## src/rtl/dmem_arbiter.sv

```systemverilog
// dmem_arbiter: shares the single data-memory port between the pipeline MEM
// stage (CPU) and an external loader/debug port. Every transfer takes
// IDLE -> ACCESS (MEM_LAT cycles) -> RESP. A starvation counter bounds how
// many CPU grants may pass while the external port is waiting.
//
// Ports
//   systemClock, reset         : clock, asynchronous active-high reset
//   cpu_memRead/cpu_memWrite   : pipeline load/store request (both high = write)
//   cpu_addr/cpu_wdata         : pipeline address / store data
//   cpu_rdata, cpu_stall       : CPU load data, pipeline freeze
//   ext_req/ext_we/ext_addr/ext_wdata : external transfer request
//   ext_rdata, ext_ack         : external read data, one-cycle completion pulse
//   mem_read/mem_write/mem_addr/mem_wdata/mem_rdata : dataMemory port
//   grant_ext                  : current or last owner (0 = CPU, 1 = external)
module dmem_arbiter #(
   parameter int unsigned ADDR_W   = 64,
   parameter int unsigned DATA_W   = 64,
   parameter int unsigned MEM_LAT  = 1,
   parameter int unsigned MAX_WAIT = 4
) (
   input  logic              systemClock,
   input  logic              reset,
   input  logic              cpu_memRead,
   input  logic              cpu_memWrite,
   input  logic [ADDR_W-1:0] cpu_addr,
   input  logic [DATA_W-1:0] cpu_wdata,
   output logic [DATA_W-1:0] cpu_rdata,
   output logic              cpu_stall,
   input  logic              ext_req,
   input  logic              ext_we,
   input  logic [ADDR_W-1:0] ext_addr,
   input  logic [DATA_W-1:0] ext_wdata,
   output logic [DATA_W-1:0] ext_rdata,
   output logic              ext_ack,
   output logic              mem_read,
   output logic              mem_write,
   output logic [ADDR_W-1:0] mem_addr,
   output logic [DATA_W-1:0] mem_wdata,
   input  logic [DATA_W-1:0] mem_rdata,
   output logic              grant_ext
);

   localparam int unsigned CNT_W = 4;
   localparam logic [CNT_W-1:0] LAT_LAST = CNT_W'(MEM_LAT - 1);
   localparam logic [CNT_W-1:0] WAIT_MAX = CNT_W'(MAX_WAIT);

   typedef enum logic [1:0] {
      S_IDLE   = 2'd0,
      S_ACCESS = 2'd1,
      S_RESP   = 2'd2
   } state_t;

   state_t state_q, state_d;

   logic [ADDR_W-1:0] addr_q, addr_d;
   logic [DATA_W-1:0] wdata_q, wdata_d;
   logic              we_q, we_d;
   logic              grant_ext_q, grant_ext_d;
   logic [CNT_W-1:0]  lat_cnt_q, lat_cnt_d;
   logic [CNT_W-1:0]  wait_cnt_q, wait_cnt_d;
   logic [DATA_W-1:0] cpu_rdata_q, cpu_rdata_d;
   logic [DATA_W-1:0] ext_rdata_q, ext_rdata_d;

   logic cpu_req;
   logic ext_win;
   logic lat_last;

   assign cpu_req  = cpu_memRead | cpu_memWrite;
   // External wins when the CPU is idle or the CPU has used up its wait budget.
   assign ext_win  = ext_req & (~cpu_req | (wait_cnt_q == WAIT_MAX));
   assign lat_last = (lat_cnt_q == LAT_LAST);

   // State register
   always_ff @(posedge systemClock or posedge reset) begin
      if (reset) begin
         state_q <= S_IDLE;
      end else begin
         state_q <= state_d;
      end
   end

   // Next-state logic
   always_comb begin
      state_d = state_q;
      case (state_q)
         S_IDLE:   if (cpu_req | ext_req) state_d = S_ACCESS;
         S_ACCESS: if (lat_last) state_d = S_RESP;
         S_RESP:   state_d = S_IDLE;
         default:  state_d = S_IDLE;
      endcase
   end

   // Datapath next values: grant latch, latency/starvation counters, read capture
   always_comb begin
      addr_d      = addr_q;
      wdata_d     = wdata_q;
      we_d        = we_q;
      grant_ext_d = grant_ext_q;
      lat_cnt_d   = lat_cnt_q;
      wait_cnt_d  = wait_cnt_q;
      cpu_rdata_d = cpu_rdata_q;
      ext_rdata_d = ext_rdata_q;
      case (state_q)
         S_IDLE: begin
            if (cpu_req | ext_req) begin
               grant_ext_d = ext_win;
               lat_cnt_d   = '0;
               if (ext_win) begin
                  addr_d     = ext_addr;
                  wdata_d    = ext_wdata;
                  we_d       = ext_we;
                  wait_cnt_d = '0;
               end else begin
                  addr_d  = cpu_addr;
                  wdata_d = cpu_wdata;
                  we_d    = cpu_memWrite;
                  // Count CPU grants only while the external port is waiting.
                  if (!ext_req) begin
                     wait_cnt_d = '0;
                  end else if (wait_cnt_q != WAIT_MAX) begin
                     wait_cnt_d = wait_cnt_q + CNT_W'(1);
                  end
               end
            end
         end
         S_ACCESS: begin
            lat_cnt_d = lat_cnt_q + CNT_W'(1);
            if (lat_last && !we_q) begin
               if (grant_ext_q) ext_rdata_d = mem_rdata;
               else             cpu_rdata_d = mem_rdata;
            end
         end
         default: ;
      endcase
   end

   // Datapath registers
   always_ff @(posedge systemClock or posedge reset) begin
      if (reset) begin
         addr_q      <= '0;
         wdata_q     <= '0;
         we_q        <= 1'b0;
         grant_ext_q <= 1'b0;
         lat_cnt_q   <= '0;
         wait_cnt_q  <= '0;
         cpu_rdata_q <= '0;
         ext_rdata_q <= '0;
      end else begin
         addr_q      <= addr_d;
         wdata_q     <= wdata_d;
         we_q        <= we_d;
         grant_ext_q <= grant_ext_d;
         lat_cnt_q   <= lat_cnt_d;
         wait_cnt_q  <= wait_cnt_d;
         cpu_rdata_q <= cpu_rdata_d;
         ext_rdata_q <= ext_rdata_d;
      end
   end

   // Outputs decoded from registered state; stall must react to the live request.
   always_comb begin
      mem_read  = 1'b0;
      mem_write = 1'b0;
      ext_ack   = 1'b0;
      mem_addr  = addr_q;
      mem_wdata = wdata_q;
      grant_ext = grant_ext_q;
      cpu_rdata = cpu_rdata_q;
      ext_rdata = ext_rdata_q;
      if (state_q == S_ACCESS) begin
         mem_write = we_q;
         mem_read  = ~we_q;
      end
      if (state_q == S_RESP) ext_ack = grant_ext_q;
      cpu_stall = cpu_req & ~((state_q == S_RESP) & ~grant_ext_q);
   end

endmodule
```

## config.mk

```make
export PLATFORM = sky130hd
export DESIGN_NAME = dmem_arbiter
export DESIGN_NICKNAME = d
export VERILOG_FILES = /design/src/rtl/dmem_arbiter.sv
export SDC_FILE = /design/constraint.sdc
export NUM_CORES = 1
export LEC_CHECK = 0
export BUFFER_PORTS_ARGS = -buffer_cell sky130_fd_sc_hd__buf_4
export CORE_AREA = 10 10 221 223
export DETAILED_ROUTE_END_ITERATION = 8
export DIE_AREA = 0 0 231 233
export SLEW_MARGIN = 10
export SYNTH_ARGS = -nofsm -noshare
export SYNTH_HDL_FRONTEND = slang
export SYNTH_SLANG_ARGS = --single-unit
```

## constraint.sdc

```tcl
create_clock -name systemClock -period 15.82 [get_ports systemClock]
set_input_delay 3.164 -clock systemClock [delete_from_list [all_inputs] [get_ports systemClock]]
set_output_delay 3.164 -clock systemClock [all_outputs]
set_load 0.005 [all_outputs]
```

==> impl_metrics.csv <==
group,metric,value,unit
timing,min_period,6.92,ns
power,power_leakage,8.02,nW
detailed_routing,wirelength,52.3,mm
worst_setup_path,r2r_end,"wait_cnt_q[2]",
yosys,ys.flop_type,"dfrtp_1",
detailed_routing,wl_per_cell,23.6,um
timing,finalHoldViolations,0,
detailed_routing,vias,11492,
cts,hold_buffers,0,
worst_setup_path,max_stage_delay,0.23,ns
cells_and_area,nNetsFinal,1932,
yosys,yosysUniqueCellTypes,38,
global_route,grt_pass1_vias,12003,
timing,period_share,0.437,
worst_setup_path,start_kind,"input pin",
cells_and_area,seq_area,6710,um^2
job,cap_viol_max_count,0,
die,die_h,233,um
cts,cts_root_buffer,"clkbuf_16",
die,std_cell_rows,77,
power,intPower,2.20,mW
cts,cts_buffers,31,
detailed_routing,dr.first_iter.drc_count,878,
timing,fmax,145,MHz
yosys,syn_avg_cell_area,11.1,um^2
timing,rsz0062_at_grt,"false",
timing,finalSetupViolations,0,
worst_setup_path,worstPathMaxFanout,6,
placement,placed_cells,2161,
power,power_density,188,nW/um^2
placement,gp_congestion,0.801,
detailed_routing,drc,0,
timing,finClkSkew,0.00923,ns
cells_and_area,multi_input_area,4940,um^2
cts,cts_sinks,268,
cts,ctsResizeCount,0,
power,p_seq_frac,0.369,
yosys,ys_async_sr_fraction,1.00,
cts,htree_levels,1,
cts,cts_tree,"done",
power,clock_power_share,0.205,
power,combPwrFrac,0.427,
cts,clk_pin_slew,0.05,ns
detailed_routing,vias_per_cell,5.19,
worst_setup_path,worstReg2RegStart,"wait_cnt_q[0]",
timing,finalMaxSlewViolations,0,
yosys,syn_area,12200,um^2
worst_setup_path,cpMostUsedCell,"buf_4",
yosys,yosysSeqAreaShare,0.552,
die,start_util,0.275,
timing,finalSetupTns,0,ns
cts,clk_latency,0.56,ns
worst_setup_path,cp.depth,4,
min_path,min_path_type,"flop to flop",
cells_and_area,antenna_cells,0,
die,core-area,44100,um^2
worst_setup_path,critPathCaptureType,"output pin",
min_path,hold_end,"cpu_rdata[57]",
worst_setup_path,reg2regPathDepth,6,
die,die_w,231,um
timing,max-slew-margin-rel,0.234,
worst_setup_path,reg2reg_slack,12.87,ns
worst_setup_path,critPathSlowestCell,"nor2_1",
min_path,whs_path_depth,1,
run_status,outcome,"finished clean",
worst_setup_path,worstPathRequired,12.66,ns
power,irDropWorstVdd,92.5,uV
yosys,ys_seq_elements,268,
detailed_routing,drtPass1Iterations,5,
detailed_routing,antenna_left,0,
power,switching_share,0.346,
yosys,synth_cells,1097,
global_route,grt_max_degree,169,
cts,clock_path_buffers,3,
worst_setup_path,worstPathArrival,3.75,ns
global_route,grt_pass1_wl,77.6,mm
cells_and_area,utilization,0.405,
die,ios,587,
timing,tightest_slew,1.15,ns
placement,dp_hpwl,36.6,mm
global_route,antenna_found_initial,3,
worst_setup_path,crit_path_cell_trace,"buf_4 > nor2_4 > nor2_1 > buf_4",
yosys,synth-edff-count,0,
cells_and_area,stdcell_count,2214,
worst_setup_path,cp_top_family,"buffers and inverters",
die,die_area,53800,um^2
min_path,hp-start,"cpu_rdata[57]",
yosys,yosys_warnings,0,
worst_setup_path,critPathKind,"input pin to output pin",
cells_and_area,drive_gt1_frac,0.482,
cells_and_area,syn_to_final_growth,47.2,%
yosys,syn_nets,1427,
cells_and_area,final.fill_count,4335,
power,p_switching,1.16,mW
worst_setup_path,path_buf_inv,2,
global_route,grt_use_total,0.183,
cts,post-cts-setup-buffers,0,
placement,place_area,16900,um^2
placement,portBuffers,586,
global_route,grt_overflow,0,
cells_and_area,stdcell_area,17900,um^2
==> cells by family (layout without fill, tap and decap cells) <==
group	count (synthesis)	in the layout	share of synthesized area
buf+inv	133	658	0.0456
simple gates	164	164	0.0721
xor+xnor	1	1	0.000721
compound gates	397	397	0.205
fa+ha+maj	4	4	0.00412
mux	130	130	0.120
flops	268	268	0.552
==> placed cells by master (no fill, tap or decap), types with 2 or more instances in the layout <==
master	n
clkbuf_1	6
nor2b_1	2
buf_4	599
clkbuf_16	31
clkinv_2	7
a31oi_1	129
nor3_1	2
o21ai_0	4
nand2b_1	2
mux2_2	124
nor2_1	3
or3b_4	2
dfrtp_1	268
o211ai_1	130
nand3_1	128
nor4_1	2
mux2_1	5
clkbuf_8	6
ha_1	4
a21oi_1	129
a22o_1	2
inv_1	4
nand2_1	4
nor3b_1	4
nor2_4	3
nand4b_1	2
==> state kept, by name (all words and copies together) (netlist names) <==
register	count
mem_addr	64
grant_ext	1
ext_rdata	64
wait_cnt_q	4
state_q	2
lat_cnt_q	4
we_q	1
mem_wdata	64
cpu_rdata	64
==> metrics by stage <==
step | power [mW] | hold slack, ns | worst slack, ns
floorplan | 1.84 | 0.463 | 5.27
global placement | 2.68 | 0.472 | 8.91
detailed placement | 2.71 | 0.484 | 8.95
CTS | 3.41 | 0.497 | 8.94
global route | 3.57 | 0.505 | 8.89
finish | 3.36 | 0.494 | 8.90
==> power groups by stage <==
stage | Clock [mW] | Sequential (mW) | Combinational [mW]
after global routing | 0.733 | 1.28 | 1.56
after floorplan | 0 | 1.24 | 0.596
after CTS | 0.707 | 1.24 | 1.46
after global placement | 0 | 1.23 | 1.45
after detailed placement | 0 | 1.24 | 1.47
final | 0.687 | 1.24 | 1.43
==> layer usage <==
metal  track usage  share of wire
met4        0.0444          0.020
met2         0.310           0.50
met3        0.0610          0.099
met1         0.219           0.38
met5             0        0.00078
==> cell usage after synthesis (2+ instances only) <==
master    count  share of area
nor3_1        2        0.00082
mux2_1        5         0.0046
a31oi_1     129          0.066
and3b_1       2         0.0014
a21oi_1     129          0.053
clkbuf_1    109          0.034
nand2b_1      2         0.0010
mux2_2      124           0.11
nor3b_1       4         0.0025
nand2_1       4         0.0012
nor2b_1       2         0.0010
o21ai_0       4         0.0016
o211ai_1    130          0.080
nand3_1     129          0.053
dfrtp_1     268           0.55
a22o_1        2         0.0014
nand4b_1      2         0.0014
buf_6         6         0.0056
nor2_1        6         0.0019
buf_1         5         0.0015
inv_1         5         0.0015
nor4_1        2         0.0010
buf_2         8         0.0033
ha_1          4         0.0041
==> how the worst max path moves through the flow <==
stage                              end  slack (ns)         start
after floorplan           cpu_rdata[0]        5.27         reset
after global placement       cpu_stall        8.91  cpu_memWrite
after detailed placement     cpu_stall        8.95  cpu_memWrite
after CTS                    cpu_stall        8.94  cpu_memWrite
after global routing         cpu_stall        8.89  cpu_memWrite
final                        cpu_stall        8.90  cpu_memWrite
==> final cells by class <==
type	instances	area share
multi-input combinational	696	0.276
tap	592	0.0414
timing repair buffer	600	0.253
clock inverter	10	0.00455
sequential	268	0.375
inverter	5	0.00147
clock buffer	43	0.0492
No activity file was read; power rests on OpenSTA's default activity.
